`config.mk`:
```
export PLATFORM = sky130hd
export DESIGN_NAME = drowsy_alarm_ctrl
export DESIGN_NICKNAME = d
export VERILOG_FILES = /design/src/rtl/drowsy_alarm_ctrl.sv
export SDC_FILE = /design/constraint.sdc
export NUM_CORES = 1
export LEC_CHECK = 0
export CORE_MARGIN = 2
export CORE_UTILIZATION = 52
export CTS_BUF_LIST = sky130_fd_sc_hd__clkbuf_2 sky130_fd_sc_hd__clkbuf_4 sky130_fd_sc_hd__clkbuf_8
export CTS_CLUSTER_SIZE = 30
export DETAILED_ROUTE_END_ITERATION = 16
export PLACE_DENSITY = 0.84
export SETUP_SLACK_MARGIN = 0.2
export SYNTH_ARGS = -nofsm -noshare
export SYNTH_HDL_FRONTEND = slang
export SYNTH_SLANG_ARGS = --single-unit
```
`constraint.sdc`:
```
create_clock -name clk -period 2.8 [get_ports clk]
set_input_delay 0.42 -clock clk [delete_from_list [all_inputs] [get_ports clk]]
set_output_delay 0.42 -clock clk [all_outputs]
set_load 0.1 [all_outputs]
```
`src/rtl/drowsy_alarm_ctrl.sv`:
```
// Per-frame argmax over streamed class scores, consecutive-frame hysteresis
// for the drowsiness alarm, and a stall watchdog that forces the alarm on.
module drowsy_alarm_ctrl #(
    parameter int unsigned N_CLASS      = 2,
    parameter int unsigned SCORE_W      = 32,
    parameter int unsigned CLOSED_IDX   = 0,
    parameter int unsigned CLOSE_THRESH = 3,
    parameter int unsigned OPEN_THRESH  = 2,
    parameter int unsigned TIMEOUT_CYC  = 400000,
    localparam int unsigned ID_W        = (N_CLASS > 1) ? $clog2(N_CLASS) : 1
) (
    input  logic               clk,
    input  logic               rst,
    input  logic [SCORE_W-1:0] score_in,
    input  logic               score_valid,
    output logic               class_valid,
    output logic [ID_W-1:0]    class_id,
    output logic [7:0]         closed_run,
    output logic               alarm,
    output logic               stall_fault,
    output logic [15:0]        frame_count
);

    localparam int unsigned WD_W   = $clog2(TIMEOUT_CYC + 1);
    localparam int unsigned RUN_W  = 8;
    localparam bit          SINGLE = (N_CLASS == 1);

    typedef enum logic {
        S_IDLE,
        S_COLLECT
    } state_t;

    state_t state;
    state_t state_nxt;

    logic [ID_W-1:0]           beat_idx;
    logic [ID_W-1:0]           max_idx;
    logic signed [SCORE_W-1:0] max_val;
    logic [RUN_W-1:0]          open_run;
    logic                      alarm_reg;
    logic                      wd_armed;
    logic [WD_W-1:0]           wd_cnt;

    logic                      beat_gt_c;
    logic                      last_beat_c;
    logic                      frame_done_c;
    logic                      timeout_c;
    logic                      closed_c;
    logic [ID_W-1:0]           win_idx_c;
    logic [RUN_W-1:0]          closed_inc_c;
    logic [RUN_W-1:0]          open_inc_c;
    logic                      alarm_reg_nxt_c;
    logic                      fault_nxt_c;

    // State register
    always_ff @(posedge clk) begin
        if (rst) begin
            state <= S_IDLE;
        end else begin
            state <= state_nxt;
        end
    end

    // Next state, frame completion and argmax winner
    always_comb begin
        state_nxt    = state;
        beat_gt_c    = $signed(score_in) > max_val;
        last_beat_c  = 1'b0;
        frame_done_c = 1'b0;
        win_idx_c    = '0;
        // A beat arriving on the expiry edge wins over the timeout
        timeout_c    = wd_armed && !score_valid && (wd_cnt == WD_W'(TIMEOUT_CYC - 1));
        case (state)
            S_IDLE: begin
                if (score_valid) begin
                    if (SINGLE) begin
                        frame_done_c = 1'b1;
                    end else begin
                        state_nxt = S_COLLECT;
                    end
                end
            end
            S_COLLECT: begin
                win_idx_c   = beat_gt_c ? beat_idx : max_idx;
                last_beat_c = (beat_idx == ID_W'(N_CLASS - 1));
                if (score_valid && last_beat_c) begin
                    frame_done_c = 1'b1;
                    state_nxt    = S_IDLE;
                end else if (timeout_c) begin
                    state_nxt = S_IDLE;
                end
            end
            default: begin
                state_nxt = S_IDLE;
            end
        endcase
    end

    // Hysteresis decision for the frame completing this cycle
    always_comb begin
        closed_c        = (win_idx_c == ID_W'(CLOSED_IDX));
        closed_inc_c    = (closed_run == 8'hFF) ? 8'hFF : closed_run + 8'd1;
        open_inc_c      = (open_run == 8'hFF) ? 8'hFF : open_run + 8'd1;
        alarm_reg_nxt_c = alarm_reg;
        if (frame_done_c) begin
            if (closed_c) begin
                if (closed_inc_c >= RUN_W'(CLOSE_THRESH)) begin
                    alarm_reg_nxt_c = 1'b1;
                end
            end else begin
                if (open_inc_c >= RUN_W'(OPEN_THRESH)) begin
                    alarm_reg_nxt_c = 1'b0;
                end
            end
        end
        fault_nxt_c = stall_fault | timeout_c;
    end

    // Running argmax over the beats of the current frame
    always_ff @(posedge clk) begin
        if (rst) begin
            beat_idx <= '0;
            max_idx  <= '0;
            max_val  <= '0;
        end else if (score_valid) begin
            if (state == S_IDLE) begin
                max_val  <= $signed(score_in);
                max_idx  <= '0;
                beat_idx <= SINGLE ? '0 : ID_W'(1);
            end else begin
                if (beat_gt_c) begin
                    max_val <= $signed(score_in);
                    max_idx <= beat_idx;
                end
                beat_idx <= last_beat_c ? '0 : beat_idx + ID_W'(1);
            end
        end else if (timeout_c) begin
            beat_idx <= '0;
        end
    end

    // Stall watchdog: armed by the first beat, holds once expired
    always_ff @(posedge clk) begin
        if (rst) begin
            wd_armed    <= 1'b0;
            wd_cnt      <= '0;
            stall_fault <= 1'b0;
        end else begin
            stall_fault <= fault_nxt_c;
            if (score_valid) begin
                wd_armed <= 1'b1;
                wd_cnt   <= '0;
            end else if (wd_armed && (wd_cnt != WD_W'(TIMEOUT_CYC))) begin
                wd_cnt <= wd_cnt + WD_W'(1);
            end
        end
    end

    // Frame result, run counters and alarm
    always_ff @(posedge clk) begin
        if (rst) begin
            class_valid <= 1'b0;
            class_id    <= '0;
            closed_run  <= '0;
            open_run    <= '0;
            frame_count <= '0;
            alarm_reg   <= 1'b0;
            alarm       <= 1'b0;
        end else begin
            class_valid <= frame_done_c;
            alarm_reg   <= alarm_reg_nxt_c;
            alarm       <= alarm_reg_nxt_c | fault_nxt_c;
            if (frame_done_c) begin
                class_id    <= win_idx_c;
                frame_count <= frame_count + 16'd1;
                if (closed_c) begin
                    closed_run <= closed_inc_c;
                    open_run   <= '0;
                end else begin
                    closed_run <= '0;
                    open_run   <= open_inc_c;
                end
            end
        end
    end

endmodule

```
# [After elaboration in Yosys (flattened, before gate mapping)]
# Cells that the tools add are included.
[word_totals] register_bits=92 output_inout_bits=28 input_bits=35
[op_classes] n_eq_ne=5 n_lt_le_gt_ge=3 n_addsub=5 mux=23 bitwise=3 n_reduce_logical=8
[op_table] op="$mux 32" count=2
[op_table] op="$gt 32x32->1" count=1
[op_table] op="$mux 8" count=4
[op_table] op="$add 19x1->19 const B" count=1
[op_table] op="$eq 19x19->1 const B" count=1
[op_table] op="$ne 19x19->1 const B" count=1
[op_table] op="$add 16x1->16 const B" count=1
[op_table] op="$add 8x1->8 const B" count=2
[op_table] op="$eq 8x8->1 const B" count=2
[op_table] op="$ge 8x2->1 const B" count=2
[op_table] op="$mux 1" count=16
[op_table] op="$logic_and 1x1->1" count=4
[op_table] op="$ne 2x1->1 const B" count=1
[op_table] op="$or 1x1->1" count=2
[op_table] op="$pmux 1 s2" count=1
[op_table] op="$reduce_and 2->1" count=1
[op_table] op="$reduce_bool 2->1" count=1
[op_table] op="$reduce_or 2->1" count=1
[op_table] op="$add 1x1->1 const B" count=1
[op_table] op="$logic_not 1->1" count=1
[op_table] op="$not 1->1" count=1

# [Depth between registers and ports, before layout]
# Gate-level depths: netlist (run 1).
[logic_depth] ltp_word=7 ltp_mapped=11

# [Worst setup path before layout (run 1)]
# No wires, ideal clock.
[synth_timing] path_type="input to register" from="in score_in[14]" to="reg open_run[0]" t_arrival_ns=2.640 cell_stages=8 slack_ns=0.043 cell_sequence="ha_1 -> nand4_1 -> or4_4 -> or4_4 -> a21boi_4 -> and2_4 -> mux2_4 -> a32o_1"
[synth_via] elab_chain_cells=4
[synth_rtl] element="start: declaration" line="14" text="input logic [SCORE_W-1:0] score_in,"
[synth_rtl] element="$gt 32x32->1" line="67" text="beat_gt_c = $signed(score_in) > max_val;"
[synth_rtl] element="$mux 1 (2 in a row)"
[synth_rtl] element="$mux 8" line="176" text="if (closed_c) begin"
[synth_rtl] element="end signal: assignment" line="181" text="open_run <= open_inc_c;"
[synth_rtl] element="end: declaration" line="39" text="logic [RUN_W-1:0] open_run;"
# Every way passes these cells.
# A chain may end at the register's enable or synchronous reset.

# [Worst setup path after layout (run 1)]
[layout_timing] from="reg max_val[27]" to="reg max_val[28]"
[layout_via] elab_chain_cells=3
[layout_rtl] element="start: declaration" line="38" text="logic signed [SCORE_W-1:0] max_val;"
[layout_rtl] element="start signal: assignment" line="127" text="max_val <= $signed(score_in);"
[layout_rtl] element="start signal: assignment" line="132" text="max_val <= $signed(score_in);"
[layout_rtl] element="$gt 32x32->1" line="67"
[layout_rtl] element="$ne 2x1->1 (no line)"
[layout_rtl] element="$reduce_and 2->1 (no line)"
# Every way passes these cells.

==> flow_summary.toml, run 1 <==
[run_status]
status = "finished, violations left"
violations = "negative setup slack"

[clock_network]
cts-root-buf = "clkbuf_8"
cts_max_level = 3
clkTransAtPathRegs_ns = 0.10
clk_latency_ns = 0.37
clk_path_buf_depth = 2
cts_sinks = 92
cts_tree = "done"
cts_made_buffers = 9
hold_buffers = 0

[cells_and_area]
regArea_mm2 = 0.001862
fin_util = 0.7042
multi_input_area_mm2 = 0.003115
fillerInstances = 622
regMostFlops = "max_val"
final_nets = 735
finish.cell_count_without_fillers = 779
largestRegisters = "max_val: 32 flops, wd_cnt: 19 flops, frame_count: 16 flops"
area_delta_synth_final_pct = 32.04
drive_gt1_frac = 0.2590
largest_register_ff_count = 32
n_antenna_cell = 0

[setup_path]
crit_start = "max_val[27]"
r2r_start = "max_val[27]"
cp_max_fo = 8
crit_chain = "inv_1, ha_4, nand4_1, nor4_4, nand2_1, or4_4, a2bb2oi_2, o311ai_4, buf_4, buf_12, mux2i_2, nor2_1"
required_ns = 3.03
crit_type = "reg2reg"
critPathSlowestCell = "or4_4"
cp.arrival_ns = 3.08
crit_path_start_kind = "flip-flop"
end_kind = "flip-flop"
rr_worst_depth = 12
cp_slowest_stage_delay_ns = 0.56

[placed_design]
io_buffer_count = 62
gp_congestion = 0.9253
dp_hpwl_um = 7738
dp.cells = 742
pre_cts_ws_ns = -0.5270

[floorplan]
core-area_mm2 = 0.009153
rows = 35
boundaryPins = 63
start_util = 0.5333
die_h_um = 100.9
dieArea_mm2 = 0.01018
die_w_um = 100.9

[worst_hold_path]
hold_depth = 2
min_from = "rst"
hp-class = "in2reg"

[synth]
avgSynthCellArea_um2 = 8.533
ys_ff_latch = 92
syn_area_mm2 = 0.004881
yosysSeqAreaShare = 0.3773
postSynthCellCount = 572
yosysWarnings = 0
syn-num-nets = 644
synth_edf_count = 0
async_flop_share = 0
yosysUniqueCellTypes = 62
synth_flop_cell = "dfxtp_1"

[grt]
grt_pass1_wl_um = 19730
grt-ovfl-total = 0
antenna_found_initial = 0
grt_pass1_vias = 4390
grt_usage = 0.2400
grt_max_degree = 58

[sta]
worst_slew_pin_slew_ns = 0.6493
grt_setup_unrepaired = "yes"
finalCritPeriodShare = 1.017
fin_crit_ns = 2.847
final.setup_skew_ns = 0.01045
relSlewSlack = 0.5656
hold_violations = 0
clock.fmax_mhz = 351.2
setup_ws_ns = -0.04729
finalSetupViolCount = 17
slew_violations = 0

[routing]
wl_um = 12180
drt-initial-drc-count = 221
dr.pass1.iters = 5
drt-met1-wl_um = 5090
vias_per_cell = 5.777
met3WireLength_um = 598
num_vias = 4500
top_layer_used = "met4"
wl_met2_um = 6100
wire_per_inst_um = 15.64
drc = 0
drtAntennaViolNets = 0

[power]
clkPwrFrac = 0.307
irDropWorstVdd_mv = 0.2996
p_per_area_mw_per_mm2 = 444.4
p_leak_nw = 2.671
pwr-share-comb = 0.212
swShare = 0.3003
internal_power_mw = 2.004
power_switching_mw = 0.8600
seq_power_share = 0.481

[job]
max_cap_violations = 0
[cells in the mapped netlist (2+ instances only)]
cell | instances | area (um^2)
dfxtp_1 | 92 | 1842
nor2_1 | 79 | 296.5
nand2_1 | 46 | 172.7
inv_1 | 45 | 168.9
ha_1 | 37 | 462.9
a21oi_1 | 34 | 170.2
mux2i_1 | 34 | 340.3
nand3_1 | 24 | 120.1
xor2_1 | 21 | 183.9
clkbuf_1 | 18 | 67.56
nor3_1 | 14 | 70.07
and3_1 | 10 | 62.56
o21ai_0 | 10 | 50.05
nand4_1 | 9 | 56.30
xnor2_1 | 8 | 70.07
or3_1 | 6 | 37.54
and2_1 | 5 | 31.28
o21ai_1 | 5 | 25.02
a31oi_1 | 4 | 25.02
a32o_1 | 4 | 40.04
buf_6 | 4 | 45.04
nand2b_1 | 4 | 25.02
or2_2 | 4 | 25.02
a21o_1 | 3 | 22.52
a2bb2oi_1 | 3 | 26.28
and4_1 | 3 | 26.28
nor4_1 | 3 | 18.77
o21a_1 | 3 | 22.52
a2111oi_0 | 2 | 17.52
a22oi_1 | 2 | 15.01
buf_1 | 2 | 7.510
nand3b_1 | 2 | 15.01
nor2b_1 | 2 | 12.51
or4_4 | 2 | 22.52
[cells in the final DEF (no fill, tap or decap), types with 10 or more instances in the layout]
| master | count |
|---|---|
| nor2_1 | 79 |
| dfxtp_1 | 76 |
| buf_4 | 54 |
| nand2_1 | 45 |
| inv_1 | 36 |
| mux2i_1 | 31 |
| a21oi_1 | 27 |
| nand3_1 | 24 |
| xor2_1 | 21 |
| ha_1 | 21 |
| dlygate4sd2_1 | 18 |
| ha_4 | 16 |
| dfxtp_2 | 16 |
| nor3_1 | 11 |
| clkdlybuf4s50_1 | 11 |
| buf_6 | 11 |
| and3_1 | 10 |
[kinds of logic after synthesis]
kind of cell | after synthesis | synth area share
and+or+nand+nor | 219 | 0.2151
DFF | 92 | 0.3773
AOI/OAI and AO/OA | 90 | 0.1279
buffers and inverters | 70 | 0.05998
adders and majority gates | 37 | 0.09485
muxes | 35 | 0.07280
xor gates and xnor gates | 29 | 0.05204
[power groups by stage]
stage	Sequential, mW	Combinational (mW)	Clock, mW
finish	1.38	0.606	0.880
global route	1.38	0.654	0.939
CTS	1.37	0.535	0.892
detailed placement	1.40	0.451	0
global placement	1.40	0.430	0
floorplan	1.41	0.279	0
[final timing paths]
path | endpoint | slack [ns]
max | max_val[28] | -0.05
min | closed_run[3] | 0.32
max reg2reg | max_val[28] | -0.05
min reg2reg | class_id | 0.47
[final cells by class]
| class | count | area share |
|---|---|---|
| well taps | 111 | 0.02155 |
| clock inverters | 7 | 0.01010 |
| flip-flops and latches | 92 | 0.2889 |
| clock buffers | 9 | 0.01922 |
| multi-input cells | 410 | 0.4834 |
| repair buffers | 104 | 0.1501 |
| inverters | 46 | 0.02679 |
[metal layers]
| metal | vias to the layer above | global-route usage |
|---|---|---|
| met3 | 35 | 0.04577 |
| met4 | 0 | 0.09589 |
| met1 | 2149 | 0.2848 |
| li1 | 2167 | - |
| met2 | 149 | 0.4246 |
| met5 | - | 0 |
[critical path, delay by kind of cell, from the launching register on]
family | cells | cell delay, ns
AOI/OAI and AO/OA | 2 | 0.29
DFF | 1 | 0.34
muxes | 1 | 0.21
buffers and inverters | 3 | 0.39
and+or+nand+nor | 5 | 1.22
adders and majority gates | 1 | 0.26
[through the flow]
step / setup TNS (ns) / cell area (um^2) / total power, mW / hold WS, ns
after floorplan: 0 / 4990 / 1.685 / 0.4531
after global routing: -4.609 / 6445 / 2.975 / 0.3273
final: -0.3142 / 6445 / 2.864 / 0.3219
after global placement: -19.77 / 5749 / 1.828 / 0.4518
after CTS: -0.008175 / 6265 / 2.800 / 0.3038
after detailed placement: -23.59 / 5749 / 1.852 / 0.4477
[timing repair]
action	CTS	global route
gates cloned	2	0
buffers inserted	16	3
resized for setup	55	46
pin swaps	30	23
endpoints found under the setup margin	52	52
(Power assumes the default switching activity.)
==> inputs of run 2 (changes only) <==
- CORE_MARGIN: 2 -> 1.5
==> run 2 against run 1 <==
Net effect:
- the run still ends with negative setup slack left
- critical path type is now in2reg
- first-iteration DRC count grew 19%
- critical endpoint is now max_val[11]
- non-clock buffer count is 2 lower
- combinational power fell by 5.6%
- setup slack gained 0.0023 ns
- flip-flop and latch count unchanged
- die area fell by 2.0%
- total power increased by 6.0%
- highest routed layer unchanged
- utilization is 0.30 points lower
- via count shrank 0.73%
==> flow_summary.toml, run 2 (synthesized netlist as in run 1, its figures left out) <==
[cells_and_area]
finish.cell_count_without_fillers = 777
final_cell_mix = "dfxtp_1, nor2_1, buf_4"
area_delta_synth_final_pct = 31.48
largestRegisters = "max_val: 32 flops, wd_cnt: 19 flops, frame_count: 16 flops"
design_area_mm2 = 0.006417
n_antenna_cell = 0
drive_gt1_frac = 0.2177
layout_commonest_cell = "dfxtp_1"
largest_register_ff_count = 32
regMostFlops = "max_val"
final_nets = 733

[clock_network]
cts-root-buf = "clkbuf_8"
cts_tree = "done"
cts_made_buffers = 9
clk_latency_ns = 0.37
clkTransAtPathRegs_ns = 0.10
cts_sinks = 92
hold_buffers = 0
cts_max_level = 3
clk_path_buf_depth = 2

[power]
p_per_area_mw_per_mm2 = 473.2
power.total_mw = 3.037
irDropWorstVdd_mv = 0.3298
p_leak_nw = 2.680

[grt]
antenna_found_initial = 0
grt_usage = 0.2389
grt_pass1_vias = 4340
grt_pass1_wl_um = 19350
grt-ovfl-total = 0
grt_max_degree = 34

[setup_path]
end_kind = "flip-flop"
cp.arrival_ns = 3.08
crit_type = "in2reg"
timing.rr.end = "max_val[11]"
cp_max_fo = 7
rr_worst_depth = 11
crit_path_start_kind = "input port"
required_ns = 3.04
r2r_start = "max_val[15]"
rrSetupSlack_ns = -0.01

[job]
max_cap_violations = 0

[routing]
wl_um = 12030
wire_per_inst_um = 15.48
dr.pass1.iters = 7
met3WireLength_um = 564
drt-met1-wl_um = 4881
drt-initial-drc-count = 262
vias_per_cell = 5.749
num_vias = 4467
wl_met2_um = 6298
drtAntennaViolNets = 0
drc = 0
top_layer_used = "met4"

[sta]
setup_tns_ns = -0.2842
finalCritPeriodShare = 1.016
final.setup_skew_ns = 0.01174
hold_violations = 0
fin_crit_ns = 2.845
grt_setup_unrepaired = "yes"
holdWs_ns = 0.3490
worst_slew_pin_slew_ns = 0.6279
finalSetupViolCount = 21
setup_ws_ns = -0.04501
relSlewSlack = 0.5799
clock.fmax_mhz = 351.5
slew_violations = 0

[placed_design]
io_buffer_count = 62
dp_hpwl_um = 7935
placed_area_mm2 = 0.005764
dp.cells = 744
gp_congestion = 0.9195

[floorplan]
start_util = 0.5333
rows = 35
boundaryPins = 63
core-area_mm2 = 0.009153
die_h_um = 99.89
dieArea_mm2 = 0.009977
die_w_um = 99.89

[worst_hold_path]
hold_depth = 3
hp-class = "in2reg"
hold_end = "max_val[22]"
min_from = "score_in[22]"

[run_status]
violations = "negative setup slack"
status = "finished, violations left"
run 2: cell types whose count changed in the layout (fill, tap and decap cells not counted), moves of 3 or more:
cell / before / now
dfxtp_1: 76 / 85
dfxtp_2: 16 / 7
inv_1: 36 / 42
inv_2: 9 / 3
a21oi_1: 27 / 32
a21oi_2: 6 / 2
bufinv_16: 0 / 3
ha_1: 21 / 24
ha_4: 16 / 13
run 2: worst max-delay path, stage by stage:
cell             delay (ns)
clkdlybuf4s50_1        0.44
ha_1                   0.32
nand4_1                0.14
or4_4                  0.47
or4_4                  0.44
a2bb2oi_2              0.16
o311ai_4               0.09
buf_12                 0.18
clkbuf_16              0.16
mux2i_1                0.20
nor2_1                 0.06
run 2: timing repair:
| item | 4_1_cts | 5_1_grt |
|---|---|---|
| resized for setup | 48 | 23 |
| gates cloned | 0 | 2 |
| pin swaps | 24 | 18 |
| endpoints found under the setup margin | 52 | 52 |
| buffers inserted | 13 | 2 |
run 2: report_power, final:
group	internal, mW	switching [mW]	total [mW]
Sequential	1.35	0.0256	1.37
Combinational	0.292	0.280	0.572
Clock	0.601	0.491	1.09
Total	2.24	0.796	3.04
run 2: per-layer routing:
layer / track usage / vias up
met5: 0 / -
met4: 0.09317 / 0
met3: 0.05571 / 39
met2: 0.4265 / 137
met1: 0.2764 / 2139
li1: - / 2152
run 2: layout make-up:
class / count / area, um^2
multi-input combinational: 410 / 3055
fill: 646 / 2735
inverter: 46 / 172.7
clock buffer: 9 / 123.9
clock inverter: 7 / 122.6
tap: 111 / 138.9
timing repair buffer: 102 / 953.4
sequential: 92 / 1851
run 2: through the flow:
step / utilization / setup slack [ns]
after CTS: 0.6820 / 0.06862
final: 0.7012 / -0.04501
after floorplan: - / 0.1435
after global placement: 0.6298 / -0.4495
after detailed placement: 0.6298 / -0.5827
after global routing: 0.7012 / -0.1207
run 2: how the worst max path moves through the flow:
stage / slack [ns] / cells past startpoint / start / to
after floorplan: 0.14 / 8 / score_in[15] / open_run[0]
after global placement: -0.45 / 10 / score_in[15] / closed_run[6]
after detailed placement: -0.58 / 11 / score_in[26] / open_run[3]
after CTS: 0.07 / 10 / max_val[15] / open_run[4]
after global routing: -0.12 / 11 / score_in[11] / max_val[11]
final: -0.05 / 11 / score_in[11] / max_val[11]
==> inputs of run 3 (changes only) <==
==> constraint.sdc (replaced) <==
create_clock -name clk -period 2.8 [get_ports clk]
set_input_delay 0.56 -clock clk [delete_from_list [all_inputs] [get_ports clk]]
set_output_delay 0.56 -clock clk [all_outputs]
set_load 0.1 [all_outputs]
==> run 3 against run 2 <==
Net effect:
- the flow still finishes with violations (negative setup slack)
- hold slack gained 0.12 ns
- global-route usage fell by 0.24 points
- clock-buffer cell count is 3 higher
- first-iteration DRC count down 10%
- final area decreased by 0.31%
- combinational power increased by 5.4%
==> flow_summary.toml, run 3 (synthesized netlist as in run 1, its figures left out) <==
[placed_design]
dp_hpwl_um = 7698
io_buffer_count = 62
placed_area_mm2 = 0.005753
gp_congestion = 0.8967

[routing]
drc = 0
drt-initial-drc-count = 235
wl_um = 11780
dr.pass1.iters = 4
num_vias = 4421
vias_per_cell = 5.683
drtAntennaViolNets = 0
wire_per_inst_um = 15.14

[setup_path]
end_kind = "flip-flop"
required_ns = 3.02
crit_path_start_kind = "flip-flop"
cp.arrival_ns = 3.12
path_buf_inv = 3
critPathSlowestCell = "or4_4"
crit_start = "max_val[13]"
critical-path-top-delay-family = "simple AND/OR/NAND/NOR gates"
crit_chain = "inv_2, ha_4, nand4_1, or4_4, or4_4, a2bb2oi_2, o311ai_4, buf_12, buf_12, mux2i_1, nor2_1"
cp_max_fo = 8
cp_slowest_stage_delay_ns = 0.57
r2r_start = "max_val[13]"
crit_type = "reg2reg"

[clock_network]
cts_max_level = 3
cts_sinks = 92
clk_latency_ns = 0.37
cts_tree = "done"
clk_path_buf_depth = 2
cts_made_buffers = 9
clkTransAtPathRegs_ns = 0.09
cts-root-buf = "clkbuf_8"

[floorplan]
core-area_mm2 = 0.009153
dieArea_mm2 = 0.009977
rows = 35
boundaryPins = 63
start_util = 0.5333
die_w_um = 99.89
die_h_um = 99.89

[grt]
grt_pass1_vias = 4370
antenna_found_initial = 0
grt-ovfl-total = 0
grt_max_degree = 62
grt_pass1_wl_um = 19330
grt_usage = 0.2366

[sta]
grt_setup_unrepaired = "yes"
holdWs_ns = 0.4718
final.setup_skew_ns = 0.008111
finalCritPeriodShare = 1.036
relSlewSlack = 0.5624
fin_crit_ns = 2.901
slew_violations = 0
finalSetupViolCount = 35
setup_ws_ns = -0.1011
clock.fmax_mhz = 344.7
hold_violations = 0
worst_slew_pin_slew_ns = 0.6540
setup_tns_ns = -0.9326

[power]
internal_power_mw = 2.047
seq_power_share = 0.483
power_switching_mw = 0.7975
clkPwrFrac = 0.305
irDropWorstVdd_mv = 0.2513
p_leak_nw = 2.644
p_per_area_mw_per_mm2 = 444.6
pwr-share-comb = 0.212
swShare = 0.2803
power.total_mw = 2.845

[run_status]
violations = "negative setup slack"
status = "finished, violations left"

[worst_hold_path]
min_from = "class_id"
hp-class = "reg2reg"

[cells_and_area]
drive_gt1_frac = 0.2354
final_nets = 734
regMostFlops = "max_val"
largestRegisters = "max_val: 32 flops, wd_cnt: 19 flops, frame_count: 16 flops"
final_cell_mix = "dfxtp_1, nor2_1, buf_4"
area_delta_synth_final_pct = 31.07
layout_commonest_cell = "dfxtp_1"
design_area_mm2 = 0.006397
largest_register_ff_count = 32
n_antenna_cell = 0

[job]
max_cap_violations = 0
run 3: cell count changes in the layout (fill, tap and decap cells not counted), moves of 3 or more:
cell and change:
bufinv_16 -3, dlygate4sd2_1 -4, clkinv_4 +3, buf_2 +5
run 3: repair_timing:
action                     CTS  global route
resized for setup           85            14
gates cloned                 2             1
setup endpoints to repair   52            52
setup buffers                9             5
pin swaps                   33            13
hold buffers                 0             0
run 3: stage by stage:
step,util,setup slack [ns],std cells
2_1_floorplan,-,0.003059,572
3_3_place_gp,0.6286,-0.6430,745
3_5_place_dp,0.6286,-0.7006,745
4_1_cts,0.6860,-0.05463,772
5_1_grt,0.6990,-0.1762,778
6_report,0.6990,-0.1011,778
run 3: worst min-delay path: stages, from the launching register on:
cell,delay (ns)
dfxtp_1,0.34
nand2_1,0.06
nand2_1,0.04
run 3: final timing paths:
kind,endpoint,slack [ns],cells past startpoint
setup / recovery,max_val[1],-0.10,11
hold / removal,class_id,0.47,2
setup reg to reg,max_val[1],-0.10,11
hold reg to reg,class_id,0.47,2
run 3: cell type report:
class / count / area (um^2)
clock inverter: 4 / 33.78
fill: 654 / 2755
multi-input combinational: 410 / 3087
tap: 111 / 138.9
clock buffer: 12 / 158.9
sequential: 92 / 1851
inverter: 46 / 172.7
timing repair buffer: 103 / 955.9
run 3: layer usage:
metal	vias up	track usage	routed length, um
met5	-	0	0
met4	0	0.08451	234
met3	25	0.06128	565
met2	108	0.4171	6166
met1	2124	0.2772	4815
li1	2164	-	-
run 3: power groups by stage:
stage | clock (mW) | sequential [mW] | combinational [mW]
after floorplan | 0 | 1.41 | 0.277
after global placement | 0 | 1.40 | 0.431
after detailed placement | 0 | 1.40 | 0.451
after CTS | 0.877 | 1.37 | 0.539
after global routing | 0.929 | 1.38 | 0.654
final | 0.867 | 1.37 | 0.603
